[src/rtl/l1_request_arbiter.sv]
// l1_request_arbiter: fixed-priority arbiter from the L1 clients onto one
// memory port, with an in-order read-return router driven by an ID FIFO.
module l1_request_arbiter #(
    parameter int L1_CONNECTIONS  = 4,
    parameter int MAX_OUTSTANDING = 4
) (
    input  logic                          clk,
    input  logic                          rst_n,
    input  logic [L1_CONNECTIONS-1:0]     l1_request,
    output logic [L1_CONNECTIONS-1:0]     l1_ack,
    input  logic [L1_CONNECTIONS*32-1:0]  l1_addr,
    input  logic [L1_CONNECTIONS-1:0]     l1_rnw,
    input  logic [L1_CONNECTIONS*4-1:0]   l1_be,
    input  logic [L1_CONNECTIONS*5-1:0]   l1_size,
    input  logic [L1_CONNECTIONS*32-1:0]  l1_data,
    output logic                          mem_request,
    input  logic                          mem_ack,
    output logic [31:0]                   mem_addr,
    output logic                          mem_rnw,
    output logic [3:0]                    mem_be,
    output logic [4:0]                    mem_size,
    output logic [31:0]                   mem_data,
    input  logic                          mem_rd_data_valid,
    input  logic [31:0]                   mem_rd_data,
    output logic [L1_CONNECTIONS-1:0]     l1_rd_data_valid,
    output logic [31:0]                   l1_rd_data,
    output logic                          rd_underflow
);

    localparam int IDW = (L1_CONNECTIONS > 1) ? $clog2(L1_CONNECTIONS) : 1;
    localparam int PW  = $clog2(MAX_OUTSTANDING);
    localparam int CW  = PW + 1;
    localparam logic [CW-1:0] FULL_CNT = CW'(MAX_OUTSTANDING);

    logic                      r_mem_request;
    logic [31:0]               r_mem_addr;
    logic                      r_mem_rnw;
    logic [3:0]                r_mem_be;
    logic [4:0]                r_mem_size;
    logic [31:0]               r_mem_data;

    logic [IDW-1:0]            r_fifo_id   [MAX_OUTSTANDING];
    logic [4:0]                r_fifo_size [MAX_OUTSTANDING];
    logic [PW-1:0]             r_wr_ptr;
    logic [PW-1:0]             r_rd_ptr;
    logic [CW-1:0]             r_count;
    logic [4:0]                r_word_cnt;
    logic                      r_underflow;

    logic                      w_free;
    logic                      w_full;
    logic                      w_empty;
    logic [L1_CONNECTIONS-1:0] w_eligible;
    logic [L1_CONNECTIONS-1:0] w_grant;
    logic                      w_gnt_any;
    logic [IDW-1:0]            w_gnt_id;
    logic [31:0]               w_sel_addr;
    logic                      w_sel_rnw;
    logic [3:0]                w_sel_be;
    logic [4:0]                w_sel_size;
    logic [31:0]               w_sel_data;
    logic                      w_push;
    logic                      w_hit;
    logic                      w_pop;
    logic [IDW-1:0]            w_head_id;
    logic [4:0]                w_head_size;
    logic [L1_CONNECTIONS-1:0] w_rd_valid;

    assign w_free      = !r_mem_request || mem_ack;
    assign w_full      = (r_count == FULL_CNT);
    assign w_empty     = (r_count == '0);
    assign w_head_id   = r_fifo_id[r_rd_ptr];
    assign w_head_size = r_fifo_size[r_rd_ptr];
    assign w_push      = w_gnt_any && w_sel_rnw;
    assign w_hit       = mem_rd_data_valid && !w_empty;
    assign w_pop       = w_hit && (r_word_cnt == w_head_size);

    // Pick the lowest-index eligible client when the request stage can load
    always_comb begin
        w_eligible = '0;
        w_grant    = '0;
        w_gnt_any  = 1'b0;
        w_gnt_id   = '0;
        w_sel_addr = '0;
        w_sel_rnw  = 1'b0;
        w_sel_be   = '0;
        w_sel_size = '0;
        w_sel_data = '0;
        for (int i = 0; i < L1_CONNECTIONS; i++) begin
            w_eligible[i] = l1_request[i] && (!l1_rnw[i] || !w_full);
            if (w_free && w_eligible[i] && !w_gnt_any) begin
                w_gnt_any  = 1'b1;
                w_grant[i] = 1'b1;
                w_gnt_id   = IDW'(i);
                w_sel_addr = l1_addr[i*32 +: 32];
                w_sel_rnw  = l1_rnw[i];
                w_sel_be   = l1_be[i*4 +: 4];
                w_sel_size = l1_size[i*5 +: 5];
                w_sel_data = l1_data[i*32 +: 32];
            end
        end
    end

    // Route a returning word to the client at the head of the ID FIFO
    always_comb begin
        w_rd_valid = '0;
        for (int i = 0; i < L1_CONNECTIONS; i++) begin
            w_rd_valid[i] = w_hit && (w_head_id == IDW'(i));
        end
    end

    assign l1_ack           = rst_n ? w_grant : '0;
    assign l1_rd_data_valid = rst_n ? w_rd_valid : '0;
    assign l1_rd_data       = mem_rd_data;

    assign mem_request  = r_mem_request;
    assign mem_addr     = r_mem_addr;
    assign mem_rnw      = r_mem_rnw;
    assign mem_be       = r_mem_be;
    assign mem_size     = r_mem_size;
    assign mem_data     = r_mem_data;
    assign rd_underflow = r_underflow;

    // Request stage: load the granted fields, drop valid once accepted
    always_ff @(posedge clk or negedge rst_n) begin
        if (!rst_n) begin
            r_mem_request <= 1'b0;
            r_mem_addr    <= '0;
            r_mem_rnw     <= 1'b0;
            r_mem_be      <= '0;
            r_mem_size    <= '0;
            r_mem_data    <= '0;
        end else if (w_gnt_any) begin
            r_mem_request <= 1'b1;
            r_mem_addr    <= w_sel_addr;
            r_mem_rnw     <= w_sel_rnw;
            r_mem_be      <= w_sel_be;
            r_mem_size    <= w_sel_size;
            r_mem_data    <= w_sel_data;
        end else if (mem_ack) begin
            r_mem_request <= 1'b0;
        end
    end

    // ID FIFO storage and pointers; full is taken from the registered count
    always_ff @(posedge clk or negedge rst_n) begin
        if (!rst_n) begin
            for (int k = 0; k < MAX_OUTSTANDING; k++) begin
                r_fifo_id[k]   <= '0;
                r_fifo_size[k] <= '0;
            end
            r_wr_ptr <= '0;
            r_rd_ptr <= '0;
            r_count  <= '0;
        end else begin
            if (w_push) begin
                r_fifo_id[r_wr_ptr]   <= w_gnt_id;
                r_fifo_size[r_wr_ptr] <= w_sel_size;
                r_wr_ptr              <= r_wr_ptr + PW'(1);
            end
            if (w_pop) begin
                r_rd_ptr <= r_rd_ptr + PW'(1);
            end
            if (w_push && !w_pop) begin
                r_count <= r_count + CW'(1);
            end else if (w_pop && !w_push) begin
                r_count <= r_count - CW'(1);
            end
        end
    end

    // Word counter within the head burst, plus sticky underflow flag
    always_ff @(posedge clk or negedge rst_n) begin
        if (!rst_n) begin
            r_word_cnt  <= '0;
            r_underflow <= 1'b0;
        end else begin
            if (w_pop) begin
                r_word_cnt <= '0;
            end else if (w_hit) begin
                r_word_cnt <= r_word_cnt + 5'd1;
            end
            if (mem_rd_data_valid && w_empty) begin
                r_underflow <= 1'b1;
            end
        end
    end

endmodule

[config.mk]
export PLATFORM = sky130hd
export DESIGN_NAME = l1_request_arbiter
export DESIGN_NICKNAME = d
export VERILOG_FILES = /design/src/rtl/l1_request_arbiter.sv
export SDC_FILE = /design/constraint.sdc
export NUM_CORES = 1
export LEC_CHECK = 0
export CAP_MARGIN = 20
export CORE_AREA = 5 5 174 176
export CTS_CLUSTER_SIZE = 28
export DETAILED_ROUTE_END_ITERATION = 8
export DIE_AREA = 0 0 179 181
export DONT_BUFFER_PORTS = 1
export MAX_ROUTING_LAYER = met4
export PLACE_DENSITY = 0.37
export REMOVE_ABC_BUFFERS = 1
export SLEW_MARGIN = 10
export SYNTH_ARGS = -nofsm -noshare
export SYNTH_HDL_FRONTEND = slang
export SYNTH_SLANG_ARGS = --single-unit
[constraint.sdc]
create_clock -name clk -period 6.84 [get_ports clk]
set_input_delay 1.026 -clock clk [delete_from_list [all_inputs] [get_ports clk]]
set_output_delay 1.026 -clock clk [all_outputs]
set_load 0.05 [all_outputs]
==> results of run 1 <==
==> placed cells by master (no fill, tap or decap), types with 3 or more instances in the layout <==
| cell | count |
|---|---|
| o22ai_1 | 137 |
| mux2i_1 | 10 |
| a21oi_1 | 71 |
| clkbuf_16 | 17 |
| xnor2_1 | 13 |
| nand3_1 | 4 |
| nand2_2 | 4 |
| bufinv_16 | 3 |
| nand2b_1 | 5 |
| diode_2 | 5 |
| a22o_1 | 6 |
| o21ai_0 | 4 |
| and2_1 | 4 |
| inv_1 | 8 |
| and3_1 | 4 |
| buf_4 | 4 |
| ha_1 | 6 |
| nand2_1 | 11 |
| nor2_1 | 9 |
| a221o_1 | 5 |
| xor2_1 | 3 |
| clkinv_4 | 7 |
| o211ai_1 | 3 |
| mux2_2 | 96 |
| dfrtp_1 | 116 |
| a21o_1 | 8 |
==> layer usage <==
metal	vias to the layer above	routed length, um	global-route usage	share of wire
li1	2302	-	-	-
met1	2582	9960	0.180	0.37
met2	279	13700	0.266	0.51
met3	32	2810	0.0861	0.10
met4	0	510	0.0461	0.019
met5	-	0	-	0
==> cells by family (layout without fill, tap and decap cells) <==
family          after synthesis  in the layout  synth area share
simple gates                 55             55            0.0430
flops                       116            116             0.438
other cells                   0              5                 0
fa+ha+maj                     7              7            0.0143
buf+inv                      90             45            0.0710
compound gates              241            241             0.226
xor+xnor                     16             16            0.0211
mux                         109            109             0.187
==> Yosys cell counts, drive strengths merged, types with 3 or more instances <==
| master | number | area share |
|---|---|---|
| nand3 | 6 | 0.0045 |
| o21ai | 4 | 0.0030 |
| xnor2 | 13 | 0.017 |
| and3 | 4 | 0.0038 |
| buf | 49 | 0.048 |
| mux2 | 97 | 0.16 |
| a22o | 6 | 0.0079 |
| and2 | 4 | 0.0038 |
| nor2 | 9 | 0.0051 |
| inv | 8 | 0.0045 |
| a21o | 8 | 0.0091 |
| nand2 | 15 | 0.010 |
| nor3 | 4 | 0.0030 |
| ha | 6 | 0.011 |
| o22ai | 137 | 0.13 |
| nand2b | 6 | 0.0057 |
| dfrtp | 116 | 0.44 |
| a221o | 5 | 0.0076 |
| xor2 | 3 | 0.0040 |
| clkbuf | 33 | 0.019 |
| a21oi | 71 | 0.054 |
| mux2i | 10 | 0.015 |
| o211ai | 3 | 0.0034 |
==> worst register-to-register path, stage by stage (launching register included) <==
cell,delay [ns]
dfrtp_1,0.45
nor3b_1,0.62
a211o_4,0.57
nand3_4,0.75
nor2_1,0.68
a221o_1,0.35
mux2_2,0.21
==> report_power, final <==
part	internal, W	switching [W]
Sequential	0.000924	0.000769
Combinational	0.000484	0.000501
Clock	0.000579	0.000347
Total	0.00199	0.00162
==> cell type report <==
type / count / area share
inverter: 8 / 0.00406
tap: 384 / 0.0650
timing repair buffer: 5 / 0.00778
multi-input combinational: 428 / 0.447
antenna: 5 / 0.00169
sequential: 116 / 0.393
clock buffer: 19 / 0.0585
clock inverter: 13 / 0.0239
==> sequential cells by signal, summed over array words and instances (netlist names) <==
register      cells
mem_addr         32
mem_be            4
mem_data         32
mem_request       1
mem_rnw           1
mem_size          5
r_count           3
r_fifo_id         8
r_fifo_size      20
r_rd_ptr          2
r_word_cnt        5
r_wr_ptr          2
rd_underflow      1
==> path summary, 6_finish.rpt <==
path / from / slack (ns) / to
hold reg to reg: r_fifo_id[7] / 0.50 / r_fifo_id[7]
setup / recovery: mem_request / 2.90 / l1_ack[2]
max in group asynchronous: rst_n / 6.18 / r_fifo_size[5]
min in group clk: r_fifo_id[7] / 0.50 / r_fifo_id[7]
hold / removal: rst_n / 0.31 / rd_underflow
setup reg to reg: r_count[0] / 3.14 / r_fifo_size[14]
==> stage by stage <==
stage	cell area (um^2)	instances	util	TNS [ns]
finish	7390	978	0.260	0
global route	7390	977	0.260	0
global placement	6750	940	0.237	0
floorplan	6190	552	-	-6.69
CTS	7350	972	0.258	0
detailed placement	6750	940	0.237	0
==> metrics.yaml, run 1 <==
clock_tree:
  clockBufferDepth: 2
  cts_max_level: 4
  post_cts_resized: 0
  path_clk_slew_ns: 0.06
  clock_latency_ns: 0.42
  post_cts_buffers: 0
  ctsHoldBuffers: 0
  root_buffer: "clkbuf_16"
  cts_buffers: 17
  cts_sinks: 116
  cts_tree: "built"
worst_hold_path:
  hold_class: "primary input to async pin"
floorplanning:
  row_count: 62
  ios: 452
  die_x_um: 179
  dieArea_mm2: 0.0324
  die_h_um: 181
  coreArea_mm2: 0.0285
  initial_core_util: 0.233
timing:
  period_share: 0.576
  worst_slack_ns: 2.90
  layout_min_cycle_time_ns: 3.94
  max_slew_margin: 0.352
  hold_ws_ns: 0.314
  setup_viol: 0
  final_max_slew_viol_count: 0
  skew_ns: 0.0158
  hold_viol: 0
  tightest_slew_ns: 0.972
  max_freq_mhz: 254
  rsz0062_at_grt: "false"
routing:
  wl_per_cell_um: 27.6
  first_iter_violations: 271
  vias: 5195
  via_per_inst: 5.31
  drc: 0
  ant_nets: 0
  drt-total-wl_um: 27000
  dr.pass1.iters: 4
final_layout:
  syn_to_final_growth_pct: 11.6
  seq_area_mm2: 0.00290
  multiInputGateArea_mm2: 0.00330
  n_fill_cell: 3020
  layout.nets: 919
  drive_gt1_frac: 0.246
worst_setup_path:
  path_delay_family: "simple AND/OR/NAND/NOR gates"
  cp_cell_sequence: "nand2b_1 -> o211ai_1 -> buf_4 -> nand2b_2 -> nor2_1 -> and2_1"
  crit_required_ns: 5.81
  crit_path_max_incr_delay_ns: 0.67
  crit_cells: 6
  worst_setup_path_end_kind: "output pin"
  crit_fanout: 24
  cp.arrival_ns: 2.91
  cp.buffers_inverters: 1
  path_class: "flip-flop to output pin"
  rr_worst_depth: 6
  setup.worst_path.start_class: "flip-flop"
  cp_slowest_cell: "dfrtp_1"
synthesis:
  synth-edff-count: 0
  syn_avg_cell_area_um2: 10.5
  yosysSeqAreaShare: 0.438
  yosys.cell_types.count: 41
  synthCells: 634
  yosysWarnings: 0
  synth_ff_type: "dfrtp_1"
  ys_ff_latch: 116
  syn_area_mm2: 0.00663
  ys_async_sr_fraction: 1.00
placed_design:
  dp_hpwl_um: 21100
  gp_congestion: 0.851
  portBuffers: 0
  dp_slack_ns: 2.98
pwr:
  ir_drop_v: 0.000148
  p_total_w: 0.00361
  power_density_mw_per_mm2: 488
  p_leak_nw: 2.79
global_route:
  grt_remaining_overflow: 0
  track_usage: 0.166
  antenna_found_initial: 4
  grt_pass1_wl_um: 38600
  grt_max_degree: 123
  grt_pass1_vias: 5705
run_status:
  status: "complete, no violations"
run:
  drv_cap: 0
Power figures use the tool's default switching activity.
==> run 2, diff against run 1 <==
--- a/config.mk
+++ b/config.mk
@@ -12,7 +12,7 @@
 export DIE_AREA = 0 0 179 181
 export DONT_BUFFER_PORTS = 1
 export MAX_ROUTING_LAYER = met4
-export PLACE_DENSITY = 0.37
+export PLACE_DENSITY = 0.39
 export REMOVE_ABC_BUFFERS = 1
 export SLEW_MARGIN = 10
 export SYNTH_ARGS = -nofsm -noshare
==> constraint.sdc (replaced) <==
create_clock -name clk -period 3.4 [get_ports clk]
set_input_delay 0.51 -clock clk [delete_from_list [all_inputs] [get_ports clk]]
set_output_delay 0.51 -clock clk [all_outputs]
set_load 0.05 [all_outputs]
==> run 2 against run 1 <==
Utilization rose by 0.58 points. Total power rose by 100%. Final area rose by 2.3%. Routed wire length rose by 5.1%. Sequential share of layout area fell by 0.86 points. Cell count rose by 2.2%. Highest routed layer unchanged.
==> metrics.yaml, run 2 (same netlist as run 1, synthesis figures left out) <==
pwr:
  p_clk_frac: 0.253  # was 0.257
  p_int_w: 0.00408  # was 0.00199 W
  p_leak_nw: 2.89  # was 2.79 nW
  switchingPower_w: 0.00326  # was 0.00162 W
  pwr-share-seq: 0.456  # was 0.470
  p_comb_frac: 0.291  # was 0.273
  power_density_mw_per_mm2: 972  # was 488 mW/mm^2
  netSwitchingFraction: 0.444  # was 0.449
  ir_drop_v: 0.000258  # was 0.000148 V
timing:
  layout_min_cycle_time_ns: 3.24
  final_max_slew_viol_count: 0  # unchanged
  period_share: 0.952
  tightest_slew_ns: 0.794  # was 0.972 ns
  max_slew_margin: 0.470  # was 0.352
  worst_slack_ns: 0.163  # was 2.90 ns
  rsz0062_at_grt: "false"  # unchanged
  setup_viol: 0  # unchanged
  finalSetupTns_ns: 0  # unchanged
  max_freq_mhz: 309
  hold_viol: 0  # unchanged
  skew_ns: 0.0119  # was 0.0158 ns
global_route:
  grt_pass1_wl_um: 40600  # was 38,600 um
  track_usage: 0.176  # was 0.166
  grt_pass1_vias: 5804  # was 5,705
  antenna_found_initial: 12  # was 4
  grt_remaining_overflow: 0  # unchanged
  grt_max_degree: 117  # was 123
clock_tree:
  root_buffer: "clkbuf_16"  # unchanged
  post_cts_buffers: 0  # unchanged
  cts_buffers: 17  # unchanged
  clockBufferDepth: 2  # unchanged
  cts_tree: "built"  # unchanged
  path_clk_slew_ns: 0.06  # about the same
  clock_latency_ns: 0.41  # was 0.42 ns
  cts_max_level: 4  # unchanged
  post_cts_resized: 0  # unchanged
  cts_sinks: 116  # unchanged
final_layout:
  fin_cells: 1000  # was 978
  n_fill_cell: 3003  # was 3,020
  multiInputGateArea_mm2: 0.00330  # unchanged
  final_area_mm2: 0.00756  # was 0.00739 mm^2
  layout.nets: 935  # was 919
  mostFrequentLayoutCell: "o22ai_1"  # unchanged
  syn_to_final_growth_pct: 14.1  # was 11.6%
  drive_gt1_frac: 0.267  # was 0.246
  seq_area_mm2: 0.00290  # unchanged
  layout_common_cells: "o22ai_1 (137), dfrtp_1 (116), mux2_2 (96)"  # unchanged
floorplanning:
  dieArea_mm2: 0.0324  # unchanged
  initial_core_util: 0.233  # unchanged
  coreArea_mm2: 0.0285  # unchanged
  ios: 452  # unchanged
  die_h_um: 181  # unchanged
  die_x_um: 179  # unchanged
  row_count: 62  # unchanged
routing:
  drc: 0  # unchanged
  drt-total-wl_um: 28400  # was 27,000 um
  wl_per_cell_um: 28.4  # was 27.6 um
  vias: 5337  # was 5,195
  first_iter_violations: 250  # was 271
  dr.pass1.iters: 5  # was 4
  ant_nets: 0  # unchanged
  via_per_inst: 5.34  # was 5.31
placed_design:
  gp_congestion: 0.833  # was 0.851
  dp.cells: 956  # was 940
  dp_slack_ns: 0.312  # was 2.98 ns
  portBuffers: 0  # unchanged
  dp_hpwl_um: 21900  # was 21,100 um
  place_area_mm2: 0.00690  # was 0.00675 mm^2
run:
  drv_cap: 0  # unchanged
worst_hold_path:
  hold_class: "primary input to async pin"  # unchanged
worst_setup_path:
  r2r-end: "r_count[2]"  # was r_fifo_size[14]
  crit_required_ns: 2.89  # was 5.81 ns
  cp.arrival_ns: 2.73  # was 2.91 ns
  crit_fanout: 32  # was 24
  r2r_setup_slack_ns: 0.36  # was 3.14 ns
  r2r_start: "r_count[2]"  # was r_count[0]
  rr_worst_depth: 10  # was 6
  path_class: "flip-flop to output pin"  # unchanged
  setup.worst_path.start_class: "flip-flop"  # unchanged
  worst_setup_path_end_kind: "output pin"  # unchanged
run_status:
  status: "complete, no violations"  # unchanged
[run 2: changes by cell type in the layout (fill, tap and decap cells not counted)]
cell        previous run  this run
inv_6                  2         0
clkinv_4               7         0
clkinv_2               0         5
buf_12                 0         3
clkbuf_1               2         1
clkbuf_8               0         3
clkinvlp_4             1         2
buf_4                  4        17
diode_2                5        12
[run 2: worst max path at each step]
stage	from	end	cells past startpoint
2_1_floorplan	r_count[1]	l1_ack[2]	5
3_3_place_gp	r_rd_ptr[1]	r_count[2]	12
3_5_place_dp	mem_ack	r_count[2]	10
4_1_cts	r_count[1]	l1_ack[2]	7
5_1_grt	r_count[1]	l1_ack[2]	7
6_report	r_count[1]	l1_ack[2]	7
[run 2: through the flow]
step	power, W	util	hold WS [ns]
3_3_place_gp	0.00544	0.242	0.221
2_1_floorplan	0.00483	-	0.214
3_5_place_dp	0.00552	0.242	0.221
5_1_grt	0.00774	0.266	0.0804
4_1_cts	0.00745	0.265	0.0850
6_report	0.00735	0.266	0.0481
[run 2: timing repair]
item,4_1_cts,5_1_grt
endpoints found under the hold margin,116,0
endpoints found under the setup margin,0,0
hold buffers,1,0
[run 2: per-layer routing]
layer / track usage / vias up / share of wire
li1: - / 2342 / -
met1: 0.189 / 2661 / 0.37
met2: 0.283 / 308 / 0.50
met3: 0.0966 / 26 / 0.12
met4: 0.0427 / 0 / 0.014
met5: - / - / 0
[run 2: power groups by stage]
stage	Combinational (W)	Sequential [W]	Clock, W
2_1_floorplan	0.00163	0.00320	0
3_3_place_gp	0.00206	0.00338	0
3_5_place_dp	0.00213	0.00339	0
4_1_cts	0.00217	0.00337	0.00191
5_1_grt	0.00236	0.00340	0.00197
6_report	0.00214	0.00335	0.00186
[run 2: area by class of cell]
type                            instances  share of cell area
Timing Repair Buffer                   21              0.0285
Clock inverter                         10              0.0172
Multi-Input combinational cell        428               0.437
Sequential cell                       116               0.384
Clock buffer                           21              0.0622
Antenna cell                           12             0.00397
Inverter                                8             0.00397
Tap cell                              384              0.0635
[run 2: worst max-delay path: stages (launching register included)]
cell	delay (ns)
dfrtp_1	0.43
or3b_1	0.48
o211ai_1	0.26
buf_4	0.43
nand2b_2	0.15
nor2_1	0.21
and2_1	0.21
buf_12	0.15
==> run 3, diff against run 2 <==
--- a/config.mk
+++ b/config.mk
@@ -12,7 +12,6 @@
 export DIE_AREA = 0 0 179 181
 export DONT_BUFFER_PORTS = 1
 export MAX_ROUTING_LAYER = met4
-export PLACE_DENSITY = 0.39
 export REMOVE_ABC_BUFFERS = 1
 export SLEW_MARGIN = 10
 export SYNTH_ARGS = -nofsm -noshare
==> constraint.sdc (replaced) <==
create_clock -name clk -period 3.7 [get_ports clk]
set_input_delay 0.555 -clock clk [delete_from_list [all_inputs] [get_ports clk]]
set_output_delay 0.555 -clock clk [all_outputs]
set_load 0.05 [all_outputs]
==> run 3 against run 2 <==
Hold slack better by 0.061 ns. Critical path type unchanged. First-iteration DRC count up 21%. Critical endpoint is now l1_ack[3]. Largest power group unchanged. Register-to-register slack better by 0.13 ns.
==> metrics.yaml, run 3 (same netlist as run 1, synthesis figures left out) <==
timing:
  layout_min_cycle_time_ns: 3.34
  period_share: 0.902
  setup_viol: 0  # unchanged
  max_freq_mhz: 300
  finalSetupTns_ns: 0  # unchanged
  skew_ns: 0.00917  # was 0.0119 ns
  tightest_slew_ns: 0.911  # was 0.794 ns
  hold_viol: 0  # unchanged
  max_slew_margin: 0.390  # was 0.470
  final_max_slew_viol_count: 0  # unchanged
  rsz0062_at_grt: "false"  # unchanged
clock_tree:
  post_cts_buffers: 0  # unchanged
  clock_latency_ns: 0.41  # about the same
  cts_sinks: 116  # unchanged
  cts_buffers: 17  # unchanged
  cts_tree: "built"  # unchanged
  ctsHoldBuffers: 1  # unchanged
  root_buffer: "clkbuf_16"  # unchanged
  post_cts_resized: 0  # unchanged
  clockBufferDepth: 2  # unchanged
  path_clk_slew_ns: 0.06  # about the same
  cts_max_level: 4  # unchanged
floorplanning:
  initial_core_util: 0.233  # unchanged
  dieArea_mm2: 0.0324  # unchanged
  row_count: 62  # unchanged
  ios: 452  # unchanged
  coreArea_mm2: 0.0285  # unchanged
  die_h_um: 181  # unchanged
  die_x_um: 179  # unchanged
pwr:
  power_density_mw_per_mm2: 897  # was 972 mW/mm^2
  p_leak_nw: 2.84  # was 2.89 nW
  ir_drop_v: 0.000348  # was 0.000258 V
final_layout:
  diodes: 0  # was 12
  mostFrequentLayoutCell: "o22ai_1"  # unchanged
  fin_cells: 981  # was 1,000
  syn_to_final_growth_pct: 12.4  # was 14.1%
  layout.nets: 929  # was 935
  final_area_mm2: 0.00745  # was 0.00756 mm^2
  drive_gt1_frac: 0.253  # was 0.267
  layout_common_cells: "o22ai_1 (137), dfrtp_1 (116), mux2_2 (96)"  # unchanged
  final_core_util: 0.262  # was 0.266
worst_setup_path:
  crit_required_ns: 3.14  # was 2.89 ns
  cp.arrival_ns: 2.78  # was 2.73 ns
  worst_setup_path_end_kind: "output pin"  # unchanged
  path_class: "flip-flop to output pin"  # unchanged
  setup.worst_path.start_class: "flip-flop"  # unchanged
  crit_fanout: 5  # was 32
placed_design:
  dp_hpwl_um: 20100  # was 21,900 um
  portBuffers: 0  # unchanged
  gp_congestion: 0.848  # was 0.833
  place_area_mm2: 0.00684  # was 0.00690 mm^2
  dp.cells: 950  # was 956
routing:
  drc: 0  # unchanged
  ant_nets: 0  # unchanged
  wl_per_cell_um: 27.0  # was 28.4 um
  via_per_inst: 5.36  # was 5.34
  drt-total-wl_um: 26500  # was 28,400 um
  first_iter_violations: 302  # was 250
  vias: 5258  # was 5,337
  dr.pass1.iters: 4  # was 5
global_route:
  grt-busiest-layer: "met2"  # unchanged
  track_usage: 0.160  # was 0.176
  grt_max_degree: 138  # was 117
  antenna_found_initial: 0  # was 12
  grt_remaining_overflow: 0  # unchanged
  grt_pass1_vias: 5392  # was 5,804
  met1_usage: 0.192  # was 0.189
  met2_usage: 0.244  # was 0.283
  met3_usage: 0.0765  # was 0.0966
  grt_pass1_wl_um: 37200  # was 40,600 um
run_status:
  status: "complete, no violations"  # unchanged
worst_hold_path:
  hold_class: "primary input to async pin"  # unchanged
run:
  drv_cap: 0  # unchanged
[run 3: cell count changes in the layout (fill, tap and decap cells not counted), sizes merged]
cell and change:
clkbuf -1, buf -6, diode -12
[run 3: per-stage QoR]
stage | hold WS, ns | power, W | worst slack, ns
after floorplan | 0.259 | 0.00444 | -3.39
after global placement | 0.262 | 0.00494 | 0.641
after detailed placement | 0.263 | 0.00501 | 0.510
after CTS | 0.119 | 0.00676 | 0.367
after global routing | 0.151 | 0.00704 | 0.266
final | 0.109 | 0.00668 | 0.364
[run 3: worst paths after layout]
check                                    end  depth (start not counted)  slack [ns]              start
worst max-delay path               l1_ack[3]                          4        0.36         r_count[1]
worst min-delay path            mem_data[13]                          1        0.11              rst_n
worst max register to register    r_count[1]                          9        0.49         r_count[1]
worst min register to register  r_fifo_id[2]                          1        0.50       r_fifo_id[2]
max in group asynchronous       mem_data[16]                          1        3.13              rst_n
min in group clk                rd_underflow                          1        0.26  mem_rd_data_valid
[run 3: final cells by class]
type | count | area [um^2]
Clock buffer | 20 | 447
Fill cell | 3017 | 21000
Timing Repair Buffer | 15 | 158
Clock inverter | 10 | 134
Inverter | 8 | 30.0
Sequential cell | 116 | 2900
Tap cell | 384 | 480
Multi-Input combinational cell | 428 | 3300
[run 3: routing by layer]
layer | up-vias | wire length (um)
li1 | 2303 | -
met3 | 19 | 3070
met1 | 2600 | 10400
met5 | - | 0
met2 | 336 | 12800
met4 | 0 | 284
[run 3: power by group]
part	internal, W	switching [W]	leakage, nW
sequential	0.00171	0.00141	1.34
combinational	0.000920	0.000955	1.22
clock	0.00107	0.000616	0.281
[run 3: worst max-delay path: stages, from the launching register on]
cell	delay, ns
dfrtp_1	0.43
or3b_1	0.46
o211ai_1	0.59
and3_1	0.33
and3_1	0.56
